`src/rtl/multdiv_pkg.sv`:
```
// multdiv_pkg: shared types and constants for the sequential multiply/divide unit.
// Latency: n/a (types and constants only).
// Backpressure: n/a.
package multdiv_pkg;

    typedef enum logic [2:0] {
        IDLE  = 3'd0,
        ABS_A = 3'd1,
        ABS_B = 3'd2,
        ITER  = 3'd3,
        FIX   = 3'd4,
        DONE  = 3'd5
    } state_t;

    typedef enum logic {
        OP_MULT = 1'b0,
        OP_DIV  = 1'b1
    } op_t;

    localparam int          ITERS   = 32;
    localparam logic [31:0] INT_MIN = 32'h8000_0000;

endpackage

```
`src/rtl/multdiv_cla32.sv`:
```
// multdiv_cla32: 32-bit carry-lookahead adder, 4-bit lookahead groups with group carry chained.
// Latency: combinational.
// Backpressure: none.
// Ports: a_i, b_i addends; cin_i carry in; sum_o 32-bit sum; cout_o carry out of bit 31.
module multdiv_cla32 (
    input  logic [31:0] a_i,
    input  logic [31:0] b_i,
    input  logic        cin_i,
    output logic [31:0] sum_o,
    output logic        cout_o
);

    logic [31:0] g;
    logic [31:0] p;
    logic [32:0] c;

    assign g    = a_i & b_i;
    assign p    = a_i ^ b_i;
    assign c[0] = cin_i;

    for (genvar grp = 0; grp < 8; grp++) begin : g_grp
        localparam int B = 4 * grp;
        assign c[B+1] = g[B]   | (p[B] & c[B]);
        assign c[B+2] = g[B+1] | (p[B+1] & g[B]) | (p[B+1] & p[B] & c[B]);
        assign c[B+3] = g[B+2] | (p[B+2] & g[B+1]) | (p[B+2] & p[B+1] & g[B])
                      | (p[B+2] & p[B+1] & p[B] & c[B]);
        assign c[B+4] = g[B+3] | (p[B+3] & g[B+2]) | (p[B+3] & p[B+2] & g[B+1])
                      | (p[B+3] & p[B+2] & p[B+1] & g[B])
                      | (p[B+3] & p[B+2] & p[B+1] & p[B] & c[B]);
    end

    assign sum_o  = p ^ c[31:0];
    assign cout_o = c[32];

endmodule

```
`src/rtl/multdiv_seq.sv`:
```
// multdiv_seq: signed 32-bit multiply / divide, one shared CLA adder sequenced by an FSM.
// Latency: fixed 36 edges from the start edge to DONE (one-cycle data_resultRDY pulse).
// Backpressure: starts are accepted only in IDLE or DONE; starts while busy are dropped.
// Ports: clock/reset (async, active-high); ctrl_MULT/ctrl_DIV start pulses (MULT wins);
//        data_operandA/B operands sampled with start; data_result, data_exception held from
//        DONE until next DONE; data_resultRDY completion pulse; busy high while computing.
module multdiv_seq
    import multdiv_pkg::*;
#(
    parameter int WIDTH = 32,               // only 32 is legal: the adder is fixed-width
    parameter int ITERS = multdiv_pkg::ITERS // must equal WIDTH
) (
    input  logic             clock,
    input  logic             reset,
    input  logic             ctrl_MULT,
    input  logic             ctrl_DIV,
    input  logic [WIDTH-1:0] data_operandA,
    input  logic [WIDTH-1:0] data_operandB,
    output logic [WIDTH-1:0] data_result,
    output logic             data_exception,
    output logic             data_resultRDY,
    output logic             busy
);

    state_t      state_q,  state_d;
    op_t         op_q,     op_d;
    logic        sign_a_q, sign_a_d;
    logic        sign_b_q, sign_b_d;
    logic [31:0] a_q,      a_d;      // operand A, then |A|
    logic [31:0] b_q,      b_d;      // operand B, then |B|
    logic [31:0] hi_q,     hi_d;     // MULT: product high half; DIV: partial remainder
    logic [31:0] lo_q,     lo_d;     // MULT: product low half;  DIV: quotient
    logic [4:0]  cnt_q,    cnt_d;
    logic        fix_ph_q, fix_ph_d;
    logic [31:0] res_q,    res_d;    // sign-corrected lo, produced in the first FIX cycle
    logic [31:0] result_q, result_d;
    logic        exc_q,    exc_d;

    logic [31:0] add_a;
    logic [31:0] add_b;
    logic        add_cin;
    logic [31:0] add_sum;
    logic        add_cout;

    logic        start;
    logic        neg;
    logic [31:0] div_t;
    logic [31:0] b_mag;

    assign start = ctrl_MULT | ctrl_DIV;
    assign neg   = sign_a_q ^ sign_b_q;
    assign div_t = {hi_q[30:0], lo_q[31]};

    multdiv_cla32 u_add (
        .a_i   (add_a),
        .b_i   (add_b),
        .cin_i (add_cin),
        .sum_o (add_sum),
        .cout_o(add_cout)
    );

    always_comb begin
        state_d  = state_q;
        op_d     = op_q;
        sign_a_d = sign_a_q;
        sign_b_d = sign_b_q;
        a_d      = a_q;
        b_d      = b_q;
        hi_d     = hi_q;
        lo_d     = lo_q;
        cnt_d    = cnt_q;
        fix_ph_d = fix_ph_q;
        res_d    = res_q;
        result_d = result_q;
        exc_d    = exc_q;
        add_a    = '0;
        add_b    = '0;
        add_cin  = 1'b0;
        b_mag    = b_q;

        case (state_q)
            IDLE, DONE: begin
                if (start) begin
                    state_d  = ABS_A;
                    op_d     = ctrl_MULT ? OP_MULT : OP_DIV;
                    a_d      = data_operandA;
                    b_d      = data_operandB;
                    sign_a_d = data_operandA[31];
                    sign_b_d = data_operandB[31];
                end else begin
                    state_d = IDLE;
                end
            end
            ABS_A: begin
                // Negation as ~x + 0 + 1; INT_MIN maps to itself and is read as unsigned 2^31.
                add_a   = ~a_q;
                add_cin = 1'b1;
                if (sign_a_q) begin
                    a_d = add_sum;
                end
                state_d = ABS_B;
            end
            ABS_B: begin
                add_a   = ~b_q;
                add_cin = 1'b1;
                b_mag   = sign_b_q ? add_sum : b_q;
                b_d     = b_mag;
                hi_d    = '0;
                lo_d    = (op_q == OP_MULT) ? b_mag : a_q;
                cnt_d   = '0;
                state_d = ITER;
            end
            ITER: begin
                if (op_q == OP_MULT) begin
                    add_a = hi_q;
                    add_b = lo_q[0] ? a_q : 32'd0;
                    {hi_d, lo_d} = {add_cout, add_sum, lo_q[31:1]};
                end else begin
                    // Remainder stays below 2^32, so carry-out is exactly "no borrow".
                    add_a   = div_t;
                    add_b   = ~b_q;
                    add_cin = 1'b1;
                    if (add_cout) begin
                        hi_d = add_sum;
                        lo_d = {lo_q[30:0], 1'b1};
                    end else begin
                        hi_d = div_t;
                        lo_d = {lo_q[30:0], 1'b0};
                    end
                end
                cnt_d = cnt_q + 5'd1;
                if (cnt_q == 5'(ITERS - 1)) begin
                    state_d  = FIX;
                    fix_ph_d = 1'b0;
                end
            end
            FIX: begin
                if (!fix_ph_q) begin
                    // First FIX cycle: apply the result sign using the adder.
                    add_a    = ~lo_q;
                    add_cin  = 1'b1;
                    res_d    = neg ? add_sum : lo_q;
                    fix_ph_d = 1'b1;
                end else begin
                    // Second FIX cycle: classify exceptions and register the outputs.
                    fix_ph_d = 1'b0;
                    state_d  = DONE;
                    if (op_q == OP_MULT) begin
                        result_d = res_q;
                        exc_d    = (hi_q != 32'd0)
                                 | (lo_q[31] & !(neg && lo_q == INT_MIN));
                    end else if (b_q == 32'd0) begin
                        result_d = 32'd0;
                        exc_d    = 1'b1;
                    end else if (sign_a_q && a_q == INT_MIN && sign_b_q && b_q == 32'd1) begin
                        result_d = INT_MIN;
                        exc_d    = 1'b1;
                    end else begin
                        result_d = res_q;
                        exc_d    = 1'b0;
                    end
                end
            end
            default: begin
                state_d = IDLE;
            end
        endcase
    end

    always_ff @(posedge clock or posedge reset) begin
        if (reset) begin
            state_q  <= IDLE;
            op_q     <= OP_MULT;
            sign_a_q <= 1'b0;
            sign_b_q <= 1'b0;
            a_q      <= '0;
            b_q      <= '0;
            hi_q     <= '0;
            lo_q     <= '0;
            cnt_q    <= '0;
            fix_ph_q <= 1'b0;
            res_q    <= '0;
            result_q <= '0;
            exc_q    <= 1'b0;
        end else begin
            state_q  <= state_d;
            op_q     <= op_d;
            sign_a_q <= sign_a_d;
            sign_b_q <= sign_b_d;
            a_q      <= a_d;
            b_q      <= b_d;
            hi_q     <= hi_d;
            lo_q     <= lo_d;
            cnt_q    <= cnt_d;
            fix_ph_q <= fix_ph_d;
            res_q    <= res_d;
            result_q <= result_d;
            exc_q    <= exc_d;
        end
    end

    assign data_result    = result_q;
    assign data_exception = exc_q;
    assign data_resultRDY = (state_q == DONE);
    assign busy           = (state_q != IDLE) && (state_q != DONE);

endmodule

```
`config.mk`:
```
export PLATFORM = sky130hd
export DESIGN_NAME = multdiv_seq
export DESIGN_NICKNAME = d
export VERILOG_FILES = /design/src/rtl/multdiv_pkg.sv /design/src/rtl/multdiv_cla32.sv /design/src/rtl/multdiv_seq.sv
export SDC_FILE = /design/constraint.sdc
export NUM_CORES = 1
export LEC_CHECK = 0
export BUFFER_PORTS_ARGS = -buffer_cell sky130_fd_sc_hd__buf_4
export CAP_MARGIN = 20
export CORE_MARGIN = 3
export CORE_UTILIZATION = 45
export CTS_CLUSTER_DIAMETER = 200
export DETAILED_ROUTE_END_ITERATION = 8
export GPL_ROUTABILITY_DRIVEN = 1
export SYNTH_ARGS = -nofsm -noshare
export SYNTH_HDL_FRONTEND = slang
export SYNTH_HIERARCHICAL = 1
export SYNTH_SLANG_ARGS = --single-unit
export TNS_END_PERCENT = 20
```
`constraint.sdc`:
```
create_clock -name clock -period 11.3 [get_ports clock]
set_clock_uncertainty 0.2 [all_clocks]
set_input_delay 2.26 -clock clock [delete_from_list [all_inputs] [get_ports clock]]
set_output_delay 2.26 -clock clock [all_outputs]
set_load 0.02 [all_outputs]
```
==> results <==
- The commonest cells after synthesis are 371 x nand2_1, 205 x dfrtp_1, 140 x o21ai_0, 85 x nor2_1, 84 x mux2i_1.
- The per-cell routed wire length is ~23 um.
- The achievable frequency is roughly 160 MHz.
- Setup repair after global routing left no endpoint under its margin.
- The cell type with the largest total area after synthesis is dfrtp_1.
- The worst-skew pair later-pin latency is between 0.5 and 0.6 ns.
- The run finished with clean final reports.
- The number of violations reported at the end of detailed-routing iteration 0 is around 1.3k.
- For the pin with the worst max-slew slack, the measured transition is 1.156 ns.
- The area fraction of the dominant cell type after synthesis is between 30% and 40%.
- The number of endpoints with negative hold slack in the final report was 0.
- The area of the core is between 20000 and 30000 um2.
- After clock tree synthesis, the clock-pin slew on the worst setup and hold paths is 0.06 ns.
- For the final routed database, the setup TNS stands at 0 ns.
- Max-cap violations in this run came to 0.
- The remaining routing DRC violations is 0.
- The final layout contains routed wiring with a total length of around 44 mm.
- For this run, the register share of the synthesized area comes to between 30% and 40%.
- A synthesized cell averages 8.753 um2.
- STA classifies the critical path startpoint as a register.
- The total of cells resized after clock tree synthesis is 0.
- In this run, synthesis produced a sequential element count of 205.
- Dividing the final minimum period by the clock period gives between 50% and 60%.
- CTS placed an instance of clkbuf_16 at the clock tree root.
- The total overflow left after global routing is 0.
- The Yosys warning count is 6.
- The min-delay analysis places its worst path in the category reg -> reg.
- The HPWL after detailed placement is 29.39 mm.
- Dividing total power by cell area gives a power density of 319.2 nW/um2.
- The clock passes through at most 3 buffers.
- Sorting the synthesized cells by area gives the leading types as dfrtp_1 39%, nand2_1 11%, mux2i_1 6.4%, mux4_2 5.4%, o21ai_0 5.3%.
- The effective utilization at floorplan is between 40% and 50%.
- The smallest clock period supported by the final layout is computed as between 6 and 7 ns.
- At the worst endpoint, the required time is about 11 ns.
- The relative max-transition margin is 22.93%.
- Power comes to just under 5 mW.
- The post-route netlist has 15.51% of its cells at a drive strength greater than 1.
- The non-filler instance count after layout is 1952.
- The critical path data arrival time is 6.35 ns.
- From left edge to right edge, the die measures ~180 um.
- The die area is around 32000 um2.
- The critical path capture point type is a register.
- The H-tree depth is 1.
- The number of setup buffers added after CTS is 0.
- The number of pins with negative max-slew slack in the final report came to 0.
- The final standard cell area without fillers is between 15000 and 20000 um2.
- The number of different library cells used by synthesis comes to 55.
- The via count of the first global-routing pass is roughly 11k.
- The share of async-settable or async-resettable flops after synthesis is between 90% and 100%.
- The placer's final routability congestion estimate is ~0.92.
- Summing all placed instances gives a cell area of 14240 um2.
- The cell area that synthesis handed to floorplanning was 13230 um2.
- Entering global routing, the biggest net connects around 130 pins.
- The number of flops mapped to enable cells by yosys is 0.
- The height of the die is 177.5 um.
- Global routing consumed, over all layers together, about 28% of the routing resources.
- The length of the first detailed-routing pass in iterations is 5.
- The number of placed instances, taps included is between 1.5k and 2k.
- For this run, the post-layout net count is between 1.5k and 2k.
- The first-pass GRT wire length is approximately 69 mm.
- The site row count is between 60 and 70.
- The count of nets left with antenna violations after detail routing is 0.
- The leakage dissipation is between 6 and 7 nW.
- Across the VDD grid, the largest voltage drop is 127.6 uV.
- The maximum fanout along the worst path is between 60 and 70.
- The area growth from synthesis to layout is 13.74%.
- In this run the count of I/O pins placed on the die edge is about 100.
- The TritonCTS clock tree is built.
- Setup violations remaining at the end of the flow were counted as 0.
- The critical path class is reg -> reg.
- Clock tree synthesis inserted a total of 24 buffers.
- The routed via count divided by cell count is between 6 and 7.
- The number of hold buffers added after CTS was 0.
- The post-synthesis cell count is 1512.
- The total via count in the routed design is between 10k and 15k.
- The number of nets handed over by synthesis was roughly 1.6k.
- The count of buffers added on input and output ports is 102.
- By instance count, the leading cell after synthesis is nand2_1.
- The number of sinks handled by clock tree synthesis is 205.
- In the synthesized netlist the dominant register cell turns out to be dfrtp_1.
- The initial antenna violation count is 1.
sequential cells by signal, summed over array words and instances (netlist names):
| register | cells |
|---|---|
| hi_q | 32 |
| fix_ph_q | 1 |
| lo_q | 32 |
| res_q | 32 |
| state_q | 3 |
| b_q | 32 |
| data_result | 32 |
| a_q | 32 |
| op_q | 1 |
| data_exception | 1 |
| sign_b_q | 1 |
| sign_a_q | 1 |
| cnt_q | 5 |
worst paths after layout:
| path | slack [ns] | end | cells after the start | from |
|---|---|---|---|---|
| setup / recovery | 5.13 | hi_q[14] | 17 | state_q[0] |
| hold / removal | 0.28 | res_q[6] | 2 | res_q[6] |
| setup reg to reg | 5.13 | hi_q[14] | 17 | state_q[0] |
| hold reg to reg | 0.28 | res_q[6] | 2 | res_q[6] |
| max in group asynchronous | 7.91 | lo_q[15] | 4 | reset |
| min in group asynchronous | 1.73 | data_result[4] | 2 | reset |
routing by layer:
metal | GRT usage [%] | share of wire [%] | routed length [um]
met5 | 0 | 0 | 0
met4 | 9.980 | 3.7 | 1654
met3 | 4.964 | 8.4 | 3740
met2 | 42.44 | 44 | 19460
met1 | 40.65 | 44 | 19440
cell families after synthesis:
| kind of cell | after synthesis | share of synthesized area, % |
|---|---|---|
| adders and majority gates | 42 | 4.425 |
| muxes | 139 | 13.76 |
| buffers and inverters | 143 | 4.481 |
| and+or+nand+nor | 558 | 17.68 |
| DFF | 205 | 38.76 |
| AOI/OAI and AO/OA | 401 | 19.25 |
| xor gates and xnor gates | 24 | 1.645 |
per-stage QoR:
stage | utilization [%] | worst slack (ns) | hold slack (ns)
finish | 52.16 | 5.127 | 0.2765
detailed placement | 49.35 | 5.270 | 0.2710
global route | 52.15 | 4.727 | 0.2989
floorplan | - | 3.244 | 0.2453
CTS | 52.06 | 5.231 | 0.2842
global placement | 49.35 | 5.354 | 0.2588
worst max-delay path: stages, from the launching register on:
cell and delay, ns:
dfrtp_4 0.88, nor2_2 0.21, nand3_4 0.47, buf_4 0.52, o221ai_1 0.20, ha_1 0.40
nand3_1 0.16, nor4_1 0.32, nor2_2 0.12, o211ai_2 0.31, a21oi_1 0.24, a211oi_1 0.29
o21a_1 0.17, or2_2 0.85, mux2i_1 0.29, nand2_1 0.07, o21ai_0 0.10, o21ai_0 0.09
area by class of cell:
type / count / area [um2]
repair buffers: 124 / 950.9
inverters: 30 / 120.1
multi-input cells: 1164 / 7579
clock buffers: 33 / 685.7
well taps: 384 / 480.5
flip-flops and latches: 205 / 5139
clock inverters: 11 / 95.09
fillers: 2790 / 13810
diodes: 1 / 2.502
power by group:
part	switching (mW)	internal, mW	leakage, nW
Sequential	0.379	1.02	2.41
Combinational	1.57	1.06	3.95
Clock	0.328	0.448	0.378
Total	2.28	2.52	6.73
placed cells by master, fill, tap and decap left out, types with 31 or more instances in the layout:
cell type / count
mux4_2: 32
buf_4: 123
dfrtp_1: 202
a31oi_1: 33
a22o_1: 32
mux2i_1: 84
o21ai_0: 140
a21oi_1: 55
nand2_1: 370
ha_1: 34
nor2_1: 83
o221ai_1: 31
a22oi_1: 31
Note: power is estimated with default switching activity, not from simulation.
